$ cat src/rtl/mem_ctrl_pkg.sv
// Shared types and constants for the unified-RAM memory controller.
package mem_ctrl_pkg;

    typedef enum logic [1:0] {
        IDLE   = 2'd0,
        IF_RD  = 2'd1,
        MEM_RD = 2'd2,
        MEM_WR = 2'd3
    } state_t;

    localparam logic [31:0] ZERO_WORD = 32'h0000_0000;

    localparam logic [2:0] LEN_B = 3'd1;
    localparam logic [2:0] LEN_H = 3'd2;
    localparam logic [2:0] LEN_W = 3'd4;

    // Anything other than a byte or halfword access is handled as a full word.
    function automatic logic [2:0] norm_len(input logic [2:0] len);
        return ((len == LEN_B) || (len == LEN_H)) ? len : LEN_W;
    endfunction

endpackage

$ cat src/rtl/mem_ctrl_fbuf.sv
// One-entry instruction fetch buffer: remembers the last fetched word and
// drops it when a store touches any of its four bytes.
module mem_ctrl_fbuf
    import mem_ctrl_pkg::*;
#(
    parameter int ADDR_W = 32
) (
    input  logic              clk,
    input  logic              rst,
    input  logic [ADDR_W-1:0] lookup_addr,
    output logic              hit,
    output logic [31:0]       hit_data,
    input  logic              fill,
    input  logic [ADDR_W-1:0] fill_addr,
    input  logic [31:0]       fill_data,
    input  logic              inval,
    input  logic [ADDR_W-1:0] inval_addr,
    input  logic [2:0]        inval_len
);

    logic              valid_reg;
    logic [ADDR_W-1:0] tag_reg;
    logic [31:0]       data_reg;

    logic [ADDR_W-1:0] fwd_dist;
    logic [ADDR_W-1:0] back_dist;
    logic              overlap;

    // Modular distances make the overlap test correct across address wrap:
    // either the store starts inside the word, or the word starts inside the store.
    assign fwd_dist  = inval_addr - tag_reg;
    assign back_dist = tag_reg - inval_addr;
    assign overlap   = (fwd_dist < ADDR_W'(4)) || (back_dist < ADDR_W'(inval_len));

    assign hit      = valid_reg && (tag_reg == lookup_addr);
    assign hit_data = data_reg;

    // Buffer entry update: invalidation by an overlapping store, refill on fetch completion.
    always_ff @(posedge clk) begin
        if (rst) begin
            valid_reg <= 1'b0;
            tag_reg   <= '0;
            data_reg  <= ZERO_WORD;
        end else if (inval && overlap) begin
            valid_reg <= 1'b0;
        end else if (fill) begin
            valid_reg <= 1'b1;
            tag_reg   <= fill_addr;
            data_reg  <= fill_data;
        end
    end

endmodule

$ cat src/rtl/mem_ctrl.sv
// Memory controller: arbitrates one byte-wide RAM between instruction fetch
// and data access, sequencing multi-byte accesses one byte per cycle.
// Optional one-entry fetch buffer enabled by defining MEM_CTRL_IFETCH_BUF_EN.
module mem_ctrl
    import mem_ctrl_pkg::*;
#(
    parameter int ADDR_W = 32,
    parameter int DATA_W = 32
) (
    input  logic              clk,
    input  logic              rst,
    input  logic              if_req,
    input  logic [ADDR_W-1:0] if_addr,
    output logic [DATA_W-1:0] if_data,
    output logic              if_done,
    input  logic              mem_req,
    input  logic              mem_we,
    input  logic [ADDR_W-1:0] mem_addr,
    input  logic [2:0]        mem_len,
    input  logic [DATA_W-1:0] mem_wdata,
    output logic [DATA_W-1:0] mem_rdata,
    output logic              mem_done,
    input  logic              jump_i,
    output logic              stall_req_if,
    output logic              stall_req_mem,
    output logic [ADDR_W-1:0] ram_a,
    output logic [7:0]        ram_dout,
    output logic              ram_wr,
    input  logic [7:0]        ram_din
);

    state_t            state_reg, state_next;
    logic [2:0]        cnt_reg, cnt_next;
    logic [ADDR_W-1:0] addr_reg, addr_next;
    logic [2:0]        len_reg, len_next;
    logic [DATA_W-1:0] wdata_reg, wdata_next;
    logic [ADDR_W-1:0] ram_a_reg, ram_a_next;
    logic [7:0]        ram_dout_reg, ram_dout_next;
    logic              ram_wr_reg, ram_wr_next;
    logic [DATA_W-1:0] if_data_reg, if_data_next;
    logic [DATA_W-1:0] mem_rdata_reg, mem_rdata_next;
    logic              if_done_reg, if_done_next;
    logic              mem_done_reg, mem_done_next;

    logic              issue_more;
    logic              last_byte;
    logic [1:0]        byte_idx;
    logic [1:0]        wr_idx;
    logic [ADDR_W-1:0] next_addr;
    logic              fb_hit;
    logic [31:0]       fb_data;

    // cnt counts cycles since the first address went out; reads capture
    // byte cnt-1 because RAM data lags its address by one cycle.
    assign issue_more = (cnt_reg + 3'd1) < len_reg;
    assign last_byte  = (cnt_reg == len_reg);
    assign byte_idx   = 2'(cnt_reg - 3'd1);
    assign wr_idx     = 2'(cnt_reg + 3'd1);
    assign next_addr  = addr_reg + ADDR_W'(cnt_reg + 3'd1);

`ifdef MEM_CTRL_IFETCH_BUF_EN
    logic fb_fill;
    logic fb_inval;

    assign fb_fill  = (state_reg == IF_RD) && !jump_i && last_byte;
    assign fb_inval = (state_reg == IDLE) && !if_done_reg && !mem_done_reg && mem_req && mem_we;

    mem_ctrl_fbuf #(
        .ADDR_W (ADDR_W)
    ) u_fbuf (
        .clk         (clk),
        .rst         (rst),
        .lookup_addr (if_addr),
        .hit         (fb_hit),
        .hit_data    (fb_data),
        .fill        (fb_fill),
        .fill_addr   (addr_reg),
        .fill_data   (if_data_next),
        .inval       (fb_inval),
        .inval_addr  (mem_addr),
        .inval_len   (norm_len(mem_len))
    );
`else
    assign fb_hit  = 1'b0;
    assign fb_data = ZERO_WORD;
`endif

    // Sequencer: arbitration in IDLE, then one RAM byte per cycle.
    always_comb begin
        state_next     = state_reg;
        cnt_next       = cnt_reg;
        addr_next      = addr_reg;
        len_next       = len_reg;
        wdata_next     = wdata_reg;
        ram_a_next     = ram_a_reg;
        ram_dout_next  = ram_dout_reg;
        ram_wr_next    = 1'b0;
        if_data_next   = if_data_reg;
        mem_rdata_next = mem_rdata_reg;
        if_done_next   = 1'b0;
        mem_done_next  = 1'b0;

        case (state_reg)
            IDLE: begin
                // A request still high in its done cycle is the old one; skip it.
                if (!if_done_reg && !mem_done_reg) begin
                    if (mem_req) begin
                        addr_next  = mem_addr;
                        len_next   = norm_len(mem_len);
                        wdata_next = mem_wdata;
                        cnt_next   = 3'd0;
                        ram_a_next = mem_addr;
                        if (mem_we) begin
                            state_next    = MEM_WR;
                            ram_wr_next   = 1'b1;
                            ram_dout_next = mem_wdata[7:0];
                        end else begin
                            state_next     = MEM_RD;
                            mem_rdata_next = DATA_W'(ZERO_WORD);
                        end
                    end else if (if_req && !jump_i) begin
                        if (fb_hit) begin
                            if_data_next = DATA_W'(fb_data);
                            if_done_next = 1'b1;
                        end else begin
                            addr_next  = if_addr;
                            len_next   = LEN_W;
                            cnt_next   = 3'd0;
                            ram_a_next = if_addr;
                            state_next = IF_RD;
                        end
                    end
                end
            end

            IF_RD: begin
                if (jump_i) begin
                    state_next = IDLE;
                    cnt_next   = 3'd0;
                end else begin
                    if (issue_more) begin
                        ram_a_next = next_addr;
                    end
                    if (cnt_reg != 3'd0) begin
                        if_data_next[{byte_idx, 3'b000} +: 8] = ram_din;
                    end
                    if (last_byte) begin
                        if_done_next = 1'b1;
                        state_next   = IDLE;
                        cnt_next     = 3'd0;
                    end else begin
                        cnt_next = cnt_reg + 3'd1;
                    end
                end
            end

            MEM_RD: begin
                if (issue_more) begin
                    ram_a_next = next_addr;
                end
                if (cnt_reg != 3'd0) begin
                    mem_rdata_next[{byte_idx, 3'b000} +: 8] = ram_din;
                end
                if (last_byte) begin
                    mem_done_next = 1'b1;
                    state_next    = IDLE;
                    cnt_next      = 3'd0;
                end else begin
                    cnt_next = cnt_reg + 3'd1;
                end
            end

            MEM_WR: begin
                if (issue_more) begin
                    ram_wr_next   = 1'b1;
                    ram_a_next    = next_addr;
                    ram_dout_next = wdata_reg[{wr_idx, 3'b000} +: 8];
                    cnt_next      = cnt_reg + 3'd1;
                end else begin
                    mem_done_next = 1'b1;
                    state_next    = IDLE;
                    cnt_next      = 3'd0;
                end
            end

            default: begin
                state_next = IDLE;
                cnt_next   = 3'd0;
            end
        endcase
    end

    // State and registered outputs; reset abandons any access in progress.
    always_ff @(posedge clk) begin
        if (rst) begin
            state_reg     <= IDLE;
            cnt_reg       <= 3'd0;
            addr_reg      <= '0;
            len_reg       <= LEN_W;
            wdata_reg     <= '0;
            ram_a_reg     <= '0;
            ram_dout_reg  <= 8'h00;
            ram_wr_reg    <= 1'b0;
            if_data_reg   <= '0;
            mem_rdata_reg <= '0;
            if_done_reg   <= 1'b0;
            mem_done_reg  <= 1'b0;
        end else begin
            state_reg     <= state_next;
            cnt_reg       <= cnt_next;
            addr_reg      <= addr_next;
            len_reg       <= len_next;
            wdata_reg     <= wdata_next;
            ram_a_reg     <= ram_a_next;
            ram_dout_reg  <= ram_dout_next;
            ram_wr_reg    <= ram_wr_next;
            if_data_reg   <= if_data_next;
            mem_rdata_reg <= mem_rdata_next;
            if_done_reg   <= if_done_next;
            mem_done_reg  <= mem_done_next;
        end
    end

    assign if_data       = if_data_reg;
    assign if_done       = if_done_reg;
    assign mem_rdata     = mem_rdata_reg;
    assign mem_done      = mem_done_reg;
    assign ram_a         = ram_a_reg;
    assign ram_dout      = ram_dout_reg;
    assign ram_wr        = ram_wr_reg;
    assign stall_req_if  = if_req & ~if_done_reg;
    assign stall_req_mem = mem_req & ~mem_done_reg;

endmodule

$ cat config.mk
export PLATFORM = sky130hd
export DESIGN_NAME = mem_ctrl
export DESIGN_NICKNAME = d
export VERILOG_FILES = /design/src/rtl/mem_ctrl_pkg.sv /design/src/rtl/mem_ctrl_fbuf.sv /design/src/rtl/mem_ctrl.sv
export SDC_FILE = /design/constraint.sdc
export NUM_CORES = 1
export LEC_CHECK = 0
export CORE_MARGIN = 1
export CORE_UTILIZATION = 50
export CTS_BUF_LIST = sky130_fd_sc_hd__clkbuf_4 sky130_fd_sc_hd__clkbuf_8
export CTS_CLUSTER_DIAMETER = 200
export DETAILED_ROUTE_END_ITERATION = 8
export MAX_ROUTING_LAYER = met4
export PLACE_DENSITY = 0.82
export SLEW_MARGIN = 5
export SYNTH_ARGS = -nofsm -noshare
export SYNTH_HDL_FRONTEND = slang
export SYNTH_SLANG_ARGS = --single-unit
$ cat constraint.sdc
create_clock -name clk -period 3.2 [get_ports clk]
set_input_delay 0.96 -clock clk [delete_from_list [all_inputs] [get_ports clk]]
set_output_delay 0.96 -clock clk [all_outputs]
set_load 0.005 [all_outputs]
==> flow_summary.yaml <==
outcome:
  status: "finished, final reports clean"
clock_tree:
  cts_tree: "done"
  path_clk_slew_ps: 80
  clk_latency_ps: 460
  cts_root_buf: "clkbuf_8"
  cts_max_level: 4
  clockBufferDepth: 2
  cts.sinks: 179
  postCtsSetupBuffers: 0
  cts_made_buffers: 17
  hold_buffers: 0
  post_cts_resized: 0
sta:
  tightest_slew_ps: 854
  drv_slew: 0
  hold_viol: 0
  period_share: 0.957
  setup_viol: 0
  rsz0062_at_grt: "no"
  period_minus_slack_ps: 3060
  setup_tns_ps: 0
  clock.fmax_mhz: 327
  skew_ps: 12.4
  slew-limit-headroom: 0.416
detailed_routing:
  wl_um: 23300
  dr.pass1.iters: 5
  viasPerCell: 5.58
  drt_iter0_drc: 636
  num_vias: 7704
  drc: 0
  ant_nets: 0
  wl_per_cell_um: 16.9
critical_path:
  startpoint_type: "input port"
  critical_path_required_ps: 2240
  end_kind: "output pin"
  critPathMaxFanout: 2
  cp.arrival_ps: 2100
  critical_path_class: "input port to output pin"
die:
  rows: 46
  start_util: 0.512
  die_area_um2: 16800
  die_h_um: 130
  coreArea_um2: 15900
  io-pin-count: 222
  die_w_um: 130
grt:
  grt_util_met1: 0.356
  grt_pass1_wl_um: 36300
  grt_usage: 0.287
  grt_overflow: 0
  use_met2: 0.475
  grtUsageMet3: 0.0553
  grt_pass1_vias: 7230
  antenna_found_initial: 0
  grt_max_degree: 75
  top_usage_layer: "met2"
yosys:
  yosysSeqAreaShare: 0.441
  synth-main-ff-cell: "dfxtp_1"
  synth.net_count: 1083
  ys_top_cells_by_count: "dfxtp_1 (179), nand2_1 (143), nor2_1 (126), a21oi_1 (77), clkbuf_1 (52)"
  synth_edf_count: 0
  synth.avg_cell_area_um2: 8.52
  synth_seq_cells: 179
  syn_area_um2: 8130
  synth_top_cell_by_area: "dfxtp_1"
  yosysWarnings: 0
  netlist.area_leader.share: 0.441
  synthArstFlopShare: 0
  yosysMostFrequentCell: "dfxtp_1"
  ys_types: 52
  syn_inst: 954
  synth_area_leaders: "dfxtp_1 (44%), nand2_1 (6.6%), nor2_1 (5.8%), mux2i_1 (5.8%), a21oi_1 (4.7%)"
pwr:
  ir_worst_vdd_mv: 0.338
  leakage_uw: 0.00410
  power_density_nw_per_um2: 538
  power.total_uw: 5900
run:
  drv_cap: 0
finish:
  diodes: 0
  final_cells: 1381
  drive_gt1_frac: 0.0670
  fin_nets: 1281
  area_delta_synth_final_pct: 34.9
place:
  gp_congestion: 0.883
  dp_cells: 1349
  port_buffers: 221
  dp_hpwl_um: 16600
hold_path:
  hold_path.class: "register to register"
## area by class of cell
type | instances | area, um^2
clock inverter | 15 | 166
timing repair buffer | 249 | 2440
multi-input combinational | 691 | 4220
clock buffer | 17 | 234
sequential | 179 | 3580
tap | 216 | 270
fill | 1311 | 4920
inverter | 14 | 52.6
## path summary, 6_finish.rpt
check | from | end | slack (ps) | depth (start not counted)
worst max-delay path | if_req | stall_req_if | 140 | 3
worst max register to register | cnt_reg[0] | ram_a[2] | 410 | 10
worst min-delay path | if_data[18] | if_data[18] | 450 | 2
worst min register to register | if_data[18] | if_data[18] | 450 | 2
## critical path, stage by stage
cell	delay (ps)
clkdlybuf4s50_1	500
nor2b_1	140
clkdlybuf4s50_1	500
## metal layers
metal	share of wire	routed length [um]
met5	0	0
met2	0.49	11400
met1	0.42	9840
met3	0.073	1690
met4	0.016	371
## placed cells by master (no fill, tap or decap), drive strengths merged, types with 3 or more instances in the layout
cell type,n
and2,5
nand3,36
a32o,3
a22o,4
a211oi,44
nor3,10
a21oi,77
dfxtp,179
o2bb2ai,3
a221oi,3
clkbuf,17
buf,30
ha,15
o211ai,9
mux4,8
and4,5
nand2b,5
o21ai,13
clkdlybuf4s50,219
nand2,144
nand3b,3
nor2,126
and3,12
xor2,9
clkinv,4
nand4,10
nor2b,7
a22oi,44
xnor2,24
o32ai,3
mux2i,47
inv,21
a21o,4
## power breakdown
group | internal, uW | total (uW) | switching, uW | leakage [uW]
clock network | 713 | 1580 | 865 | 0.000200
logic | 786 | 1650 | 868 | 0.00244
registers | 2480 | 2670 | 187 | 0.00146
total | 3980 | 5900 | 1920 | 0.00410
## metrics by stage
step | hold slack (ps) | utilization | instance area (um^2) | worst slack [ps]
6_report | 453 | 0.691 | 11000 | 137
5_1_grt | 477 | 0.691 | 11000 | 101
3_3_place_gp | 438 | 0.665 | 10600 | 154
4_1_cts | 456 | 0.691 | 11000 | 126
2_1_floorplan | 433 | - | 8130 | 486
3_5_place_dp | 444 | 0.665 | 10600 | 135
## cells by family (layout without fill, tap and decap cells)
logic type / count (synthesis) / count (layout) / share of synthesized area
and+or+nand+nor: 370 / 370 / 0.200
muxes: 56 / 56 / 0.0814
adders and majority gates: 16 / 16 / 0.0255
buffers and inverters: 84 / 295 / 0.0408
AOI/OAI and AO/OA: 216 / 216 / 0.176
DFF: 179 / 179 / 0.441
xor gates and xnor gates: 33 / 33 / 0.0355
(Power assumes the default switching activity.)
